File: src/rtl/axi_arb_pkg.sv
// State encodings and requester indices shared by the
// two-port AXI read arbiter.
package axi_arb_pkg;

    typedef enum logic [1:0] {
        S_IDLE = 2'b00,
        S_ADDR = 2'b01,
        S_DATA = 2'b11
    } arb_state_t;

    localparam logic REQ_IFETCH = 1'b0;
    localparam logic REQ_DLOAD  = 1'b1;

endpackage

File: src/rtl/axi_read_arbiter_if.sv
// AXI read-channel (AR/R) signal bundle; master drives AR,
// slave drives R.
interface axi_read_arbiter_if #(
    parameter int ADDR_WIDTH = 32,
    parameter int DATA_WIDTH = 32
);
    logic [ADDR_WIDTH-1:0] ARADDR;
    logic [7:0]            ARLEN;
    logic                  ARVALID;
    logic                  ARREADY;
    logic [DATA_WIDTH-1:0] RDATA;
    logic [1:0]            RRESP;
    logic                  RLAST;
    logic                  RVALID;
    logic                  RREADY;

    modport master (
        output ARADDR, ARLEN, ARVALID, RREADY,
        input  ARREADY, RDATA, RRESP, RLAST, RVALID
    );

    modport slave (
        input  ARADDR, ARLEN, ARVALID, RREADY,
        output ARREADY, RDATA, RRESP, RLAST, RVALID
    );
endinterface

File: src/rtl/axi_read_arbiter_rr_arbiter_2.sv
// Two-way round-robin pick: on contention the port that
// did not win last time gets the grant.
module rr_arbiter_2
    import axi_arb_pkg::*;
(
    input  logic [1:0] valid,
    input  logic       last_grant,
    output logic       grant,
    output logic       any_valid
);

    always_comb begin
        grant = REQ_IFETCH;
        unique case (1'b1)
            valid == 2'b11: grant = ~last_grant;
            valid == 2'b10: grant = REQ_DLOAD;
            default:        grant = REQ_IFETCH;
        endcase
    end

    assign any_valid = |valid;

endmodule

File: src/rtl/axi_read_arbiter.sv
// Shares one AXI read master between instruction fetch
// (port 0) and data loads (port 1), one burst at a time.
module axi_read_arbiter
    import axi_arb_pkg::*;
#(
    parameter int C_M_AXI_ADDR_WIDTH = 32,
    parameter int C_M_AXI_DATA_WIDTH = 32
) (
    input  logic              ACLK,
    input  logic              ARST,
    axi_read_arbiter_if.slave  s0,
    axi_read_arbiter_if.slave  s1,
    axi_read_arbiter_if.master m_axi
);

    arb_state_t state_q, state_d;

    logic                          grant_q;
    logic                          last_grant_q;
    logic                          grant_d;
    logic                          any_valid;
    logic                          arvalid_q;
    logic [C_M_AXI_ADDR_WIDTH-1:0] araddr_q;
    logic [7:0]                    arlen_q;
    logic [C_M_AXI_DATA_WIDTH-1:0] rdata;
    logic                          rready_g;

    rr_arbiter_2 u_rr (
        .valid      ({s1.ARVALID, s0.ARVALID}),
        .last_grant (last_grant_q),
        .grant      (grant_d),
        .any_valid  (any_valid)
    );

    assign m_axi.ARADDR  = araddr_q;
    assign m_axi.ARLEN   = arlen_q;
    assign m_axi.ARVALID = arvalid_q;

    assign rdata     = m_axi.RDATA;
    assign s0.RDATA  = rdata;
    assign s1.RDATA  = rdata;
    assign s0.RRESP  = m_axi.RRESP;
    assign s1.RRESP  = m_axi.RRESP;
    assign s0.RLAST  = m_axi.RLAST;
    assign s1.RLAST  = m_axi.RLAST;

    assign rready_g = (grant_q == REQ_DLOAD) ? s1.RREADY
                                             : s0.RREADY;

    always_comb begin
        state_d      = state_q;
        s0.ARREADY   = 1'b0;
        s1.ARREADY   = 1'b0;
        s0.RVALID    = 1'b0;
        s1.RVALID    = 1'b0;
        m_axi.RREADY = 1'b0;
        // Reset behaves like idle: drain stale beats, grant nothing.
        if (ARST) begin
            state_d      = S_IDLE;
            m_axi.RREADY = 1'b1;
        end else begin
            unique case (state_q)
                S_IDLE: begin
                    m_axi.RREADY = 1'b1;
                    if (any_valid) begin
                        s0.ARREADY = (grant_d == REQ_IFETCH);
                        s1.ARREADY = (grant_d == REQ_DLOAD);
                        state_d    = S_ADDR;
                    end
                end
                S_ADDR: begin
                    if (m_axi.ARREADY) state_d = S_DATA;
                end
                S_DATA: begin
                    s0.RVALID    = m_axi.RVALID &&
                                   (grant_q == REQ_IFETCH);
                    s1.RVALID    = m_axi.RVALID &&
                                   (grant_q == REQ_DLOAD);
                    m_axi.RREADY = rready_g;
                    if (m_axi.RVALID && rready_g && m_axi.RLAST)
                        state_d = S_IDLE;
                end
                default: state_d = S_IDLE;
            endcase
        end
    end

    always_ff @(posedge ACLK) begin
        if (ARST) begin
            state_q      <= S_IDLE;
            arvalid_q    <= 1'b0;
            araddr_q     <= '0;
            arlen_q      <= '0;
            grant_q      <= REQ_IFETCH;
            last_grant_q <= REQ_DLOAD;
        end else begin
            state_q <= state_d;
            unique case (state_q)
                S_IDLE: begin
                    if (any_valid) begin
                        grant_q   <= grant_d;
                        arvalid_q <= 1'b1;
                        araddr_q  <= grant_d ? s1.ARADDR
                                             : s0.ARADDR;
                        arlen_q   <= grant_d ? s1.ARLEN
                                             : s0.ARLEN;
                    end
                end
                S_ADDR: begin
                    if (m_axi.ARREADY) arvalid_q <= 1'b0;
                end
                S_DATA: begin
                    if (state_d == S_IDLE) last_grant_q <= grant_q;
                end
                default: ;
            endcase
        end
    end

endmodule

File: src/flat_wrapper.sv
// flat-port wrapper written by rule: the top's interface ports become plain ports
module axi_read_arbiter_flat import axi_arb_pkg::*;
#(
    parameter int C_M_AXI_ADDR_WIDTH = 32,
    parameter int C_M_AXI_DATA_WIDTH = 32
)
  (ACLK, ARST, s0_ARADDR, s0_ARLEN, s0_ARVALID, s0_RREADY, s0_ARREADY, s0_RDATA, s0_RRESP, s0_RLAST, s0_RVALID, s1_ARADDR, s1_ARLEN, s1_ARVALID, s1_RREADY, s1_ARREADY, s1_RDATA, s1_RRESP, s1_RLAST, s1_RVALID, m_axi_ARADDR, m_axi_ARLEN, m_axi_ARVALID, m_axi_RREADY, m_axi_ARREADY, m_axi_RDATA, m_axi_RRESP, m_axi_RLAST, m_axi_RVALID);
  axi_read_arbiter_if #(.ADDR_WIDTH(32), .DATA_WIDTH(32)) s0_i ();
  axi_read_arbiter_if #(.ADDR_WIDTH(32), .DATA_WIDTH(32)) s1_i ();
  axi_read_arbiter_if #(.ADDR_WIDTH(32), .DATA_WIDTH(32)) m_axi_i ();
  input  logic ACLK;
  input  logic ARST;
  input wire logic [$bits(s0_i.ARADDR)-1:0] s0_ARADDR;
  input wire logic [$bits(s0_i.ARLEN)-1:0] s0_ARLEN;
  input wire logic [$bits(s0_i.ARVALID)-1:0] s0_ARVALID;
  input wire logic [$bits(s0_i.RREADY)-1:0] s0_RREADY;
  output wire logic [$bits(s0_i.ARREADY)-1:0] s0_ARREADY;
  output wire logic [$bits(s0_i.RDATA)-1:0] s0_RDATA;
  output wire logic [$bits(s0_i.RRESP)-1:0] s0_RRESP;
  output wire logic [$bits(s0_i.RLAST)-1:0] s0_RLAST;
  output wire logic [$bits(s0_i.RVALID)-1:0] s0_RVALID;
  input wire logic [$bits(s1_i.ARADDR)-1:0] s1_ARADDR;
  input wire logic [$bits(s1_i.ARLEN)-1:0] s1_ARLEN;
  input wire logic [$bits(s1_i.ARVALID)-1:0] s1_ARVALID;
  input wire logic [$bits(s1_i.RREADY)-1:0] s1_RREADY;
  output wire logic [$bits(s1_i.ARREADY)-1:0] s1_ARREADY;
  output wire logic [$bits(s1_i.RDATA)-1:0] s1_RDATA;
  output wire logic [$bits(s1_i.RRESP)-1:0] s1_RRESP;
  output wire logic [$bits(s1_i.RLAST)-1:0] s1_RLAST;
  output wire logic [$bits(s1_i.RVALID)-1:0] s1_RVALID;
  output wire logic [$bits(m_axi_i.ARADDR)-1:0] m_axi_ARADDR;
  output wire logic [$bits(m_axi_i.ARLEN)-1:0] m_axi_ARLEN;
  output wire logic [$bits(m_axi_i.ARVALID)-1:0] m_axi_ARVALID;
  output wire logic [$bits(m_axi_i.RREADY)-1:0] m_axi_RREADY;
  input wire logic [$bits(m_axi_i.ARREADY)-1:0] m_axi_ARREADY;
  input wire logic [$bits(m_axi_i.RDATA)-1:0] m_axi_RDATA;
  input wire logic [$bits(m_axi_i.RRESP)-1:0] m_axi_RRESP;
  input wire logic [$bits(m_axi_i.RLAST)-1:0] m_axi_RLAST;
  input wire logic [$bits(m_axi_i.RVALID)-1:0] m_axi_RVALID;
  assign s0_i.ARADDR = s0_ARADDR;
  assign s0_i.ARLEN = s0_ARLEN;
  assign s0_i.ARVALID = s0_ARVALID;
  assign s0_i.RREADY = s0_RREADY;
  assign s0_ARREADY = s0_i.ARREADY;
  assign s0_RDATA = s0_i.RDATA;
  assign s0_RRESP = s0_i.RRESP;
  assign s0_RLAST = s0_i.RLAST;
  assign s0_RVALID = s0_i.RVALID;
  assign s1_i.ARADDR = s1_ARADDR;
  assign s1_i.ARLEN = s1_ARLEN;
  assign s1_i.ARVALID = s1_ARVALID;
  assign s1_i.RREADY = s1_RREADY;
  assign s1_ARREADY = s1_i.ARREADY;
  assign s1_RDATA = s1_i.RDATA;
  assign s1_RRESP = s1_i.RRESP;
  assign s1_RLAST = s1_i.RLAST;
  assign s1_RVALID = s1_i.RVALID;
  assign m_axi_ARADDR = m_axi_i.ARADDR;
  assign m_axi_ARLEN = m_axi_i.ARLEN;
  assign m_axi_ARVALID = m_axi_i.ARVALID;
  assign m_axi_RREADY = m_axi_i.RREADY;
  assign m_axi_i.ARREADY = m_axi_ARREADY;
  assign m_axi_i.RDATA = m_axi_RDATA;
  assign m_axi_i.RRESP = m_axi_RRESP;
  assign m_axi_i.RLAST = m_axi_RLAST;
  assign m_axi_i.RVALID = m_axi_RVALID;
  axi_read_arbiter #(.C_M_AXI_ADDR_WIDTH(C_M_AXI_ADDR_WIDTH), .C_M_AXI_DATA_WIDTH(C_M_AXI_DATA_WIDTH)) u_core (.ACLK(ACLK), .ARST(ARST), .s0(s0_i), .s1(s1_i), .m_axi(m_axi_i));
endmodule
File: config.mk
export PLATFORM = sky130hd
export DESIGN_NAME = axi_read_arbiter_flat
export DESIGN_NICKNAME = d
export VERILOG_FILES = /design/src/rtl/axi_arb_pkg.sv /design/src/rtl/axi_read_arbiter_if.sv /design/src/rtl/axi_read_arbiter_rr_arbiter_2.sv /design/src/rtl/axi_read_arbiter.sv /design/src/flat_wrapper.sv
export SDC_FILE = /design/constraint.sdc
export NUM_CORES = 1
export LEC_CHECK = 0
export BUFFER_PORTS_ARGS = -buffer_cell sky130_fd_sc_hd__buf_2
export CORE_AREA = 2 2 91 93
export CTS_CLUSTER_DIAMETER = 120
export DETAILED_ROUTE_END_ITERATION = 16
export DIE_AREA = 0 0 93 95
export PLACE_DENSITY = 0.75
export SYNTH_ARGS = -nofsm -noshare
export SYNTH_HDL_FRONTEND = slang
export SYNTH_SLANG_ARGS = --single-unit
File: constraint.sdc
create_clock -name ACLK -period 2.2 [get_ports ACLK]
set_input_delay 0.22 -clock ACLK [delete_from_list [all_inputs] [get_ports ACLK]]
set_output_delay 0.22 -clock ACLK [all_outputs]
set_load 0.005 [all_outputs]
==> impl_results.md <==
- Final Cycle Share: 89.7%
- Ports: 239
- Synth area leaders: dfxtp_1 (39%), buf_4 (23%), nand2_1 (7.9%)
- Critical-path cell list: inv_1 -> ha_4 -> nand2_1 -> a21oi_1 -> nor2b_1 -> buf_6 -> buf_2
- Final Wtd Congestion: 0.706
- Min-delay worst type: in -> reg
- Fin nets: 468
- Top cell type's share of synthesized area: 38.7%
- Clk_lat worst skew: 0.29 ns
- Pwr Total: 2.57 mW
- Initial antenna violation count: 0
- Total CTS buffers: 5
- Root Buffer: clkbuf_8
- Max FO, Critical Path: 23
- CTS tree: yes
- DRT iter0 DRCs: 162
- Drt first pass iters: 5
- Die area: 8840 um2
- Top delay family on crit path: buffers and inverters
- Cell taking the most area after synthesis: dfxtp_1
- Die width: 93 um
- Synth-to-Final Area Change: 18.0%
- Post-Synthesis Cell Area: 2330 um2
- Tightest Pin Transition: 0.304 ns
- Final setup violating endpoints: 0
- Syn. warnings: 0
- Grt total ovfl: 0
- Global-route wire length before repair: 8670 um
- DRC: 0
- I/O Buffers: 136
- Power Dens Cells: 936 nW/um2
- Final min period: 1.97 ns
- Worst Path Arrival: 1.75 ns
- Vias in the first global route: 1810
- Post-Route WL: 5780 um
- Peak VDD IR: 0.000344 V
- ANT cells: 0
- Routed vias/inst: 4.62
- Worst-path clk slew: 0.08 ns
- Clock Sinks: 45
- Setup tns final: 0 ns
- Post-Syn Nets: 400
- Status: complete, no violations
- Starting Density: 29.4%
- CP Class: reg -> out
- Slew Limit Fails: 0
- Clock Skew: 0.00658 ns
- Rel. slew slack: 79.8%
- Number of H-tree levels: 2
- Total core area: 7930 um2
- Synthesis-stage register bit count: 45
- Die height: 95 um
- Worst setup SP type: flip-flop
- Most common cell after layout, fill and taps aside: buf_2
- Total of max-cap violations: 0
- Post-route setup slack: 0.227 ns
- Hold Buf Count CTS: 0
- Syn_area_per_cell: 8.53 um2
- Routed vias: 2064
- CTS Buffer Depth: 2
- Critical Path RT: 1.98 ns
- Final ANT Viol Nets: 0
- Layout cells sized above 1: 46.5%
- GRT Util Overall: 12.3%
- Row count: 33
- Leakage: 1.44 nW
- Largest net degree at the start of global routing: 24
- WL/cell: 12.9 um
- Placed wire-length estimate: 4400 um
- Max Clk Rate: 0.507 GHz
- Synth cell types: 27
- Fin Hold WS: 0.134 ns
- RSZ-0062 raised after global routing: false
- DP Worst Slack: 0.412 ns
- Buffers & Inverters on Critical Path: 3
- Most frequent cells in the layout: buf_2 (136), nand2_1 (49), dfxtp_1 (45)
- Sequential cell area fraction in the yosys report: 38.7%
- Setup Buffers After CTS: 0
- Max stage delay on crit path: 0.37 ns
- Critical path endpoint category: output pin
- CP max stage cell: dfxtp_1
- Final hold viol count: 0
- Mapped Cells: 273
[power breakdown]
part	internal, mW	switching [mW]	total [mW]	leakage (nW)
clock network	0.255	0.276	0.531	0.0512
logic	0.452	0.492	0.944	1.01
registers	0.999	0.0995	1.10	0.371
total	1.71	0.867	2.57	1.44
[worst paths after layout]
path / start / cells past startpoint / slack [ns] / to
setup / recovery: u_core.state_q[1] / 7 / 0.23 / s1_ARREADY
hold / removal: s0_ARADDR[1] / 3 / 0.13 / u_core.m_axi.ARADDR[1]
setup reg to reg: u_core.state_q[1] / 5 / 0.41 / u_core.last_grant_q
hold reg to reg: u_core.m_axi.ARLEN[7] / 2 / 0.44 / u_core.m_axi.ARLEN[7]
[synthesized netlist by cell type]
master	n
a21o_2	1
a21oi_1	3
a21oi_2	1
a222oi_1	18
a22oi_1	22
buf_1	1
buf_2	1
buf_4	70
clkbuf_1	12
dfxtp_1	45
ha_1	4
inv_1	4
mux2i_1	2
nand2_1	49
nand3_1	2
nor2_1	22
nor2b_1	3
nor3_1	1
nor3b_1	2
o2111ai_1	1
o211ai_1	1
o21a_1	1
o21ai_0	3
o21bai_1	1
o311a_1	1
or2_2	1
or3b_1	1
[flip-flops by register name (all words and copies together) (netlist names)]
register / count
u_core.m_axi.ARADDR: 32
u_core.m_axi.ARVALID: 1
u_core.state_q: 2
u_core.grant_q: 1
u_core.m_axi.ARLEN: 8
u_core.last_grant_q: 1
[tightest hold or removal path, delay by kind of cell]
kind	cells	cell delay [ns]
and+or+nand+nor	1	0.04
AOI/OAI and AO/OA	1	0.06
buffers and inverters	1	0.07
[per-stage QoR]
stage	cells	utilization [%]	cell area, um2
6_report	447	34.7	2750
5_1_grt	447	34.7	2750
4_1_cts	447	34.4	2730
3_5_place_dp	439	33.2	2630
3_3_place_gp	439	33.2	2630
2_1_floorplan	273	-	2330
[per-layer routing]
metal	track usage [%]	routed length, um
met4	5.88	132
met5	0	0
met1	14.7	2180
met3	3.35	528
met2	20.6	2940
[layout make-up]
type	instances	area (um2)
Clock buffer	6	82.6
Fill cell	845	5180
Sequential cell	45	901
Clock inverter	2	13.8
Tap cell	105	131
Timing Repair Buffer	145	752
Inverter	4	15.0
Multi-Input combinational cell	140	853
[what timing repair did]
item | 4_1_cts | 5_1_grt
endpoints found under the setup margin | 0 | 2
hold endpoints to repair | 0 | 0
gates resized for setup | 0 | 4
[logic make-up (layout without fill, tap and decap cells)]
| group | after synthesis | in the layout | share of synthesized area [%] |
|---|---|---|---|
| AO/OA/AOI/OAI | 53 | 53 | 18.6 |
| multiplexers | 2 | 2 | 0.859 |
| adder cells (fa/ha/maj) | 4 | 4 | 2.15 |
| AND/OR/NAND/NOR | 81 | 81 | 14.2 |
| buffers and inverters | 88 | 157 | 25.5 |
| flip-flops | 45 | 45 | 38.7 |
Power figures use the tool's default switching activity.
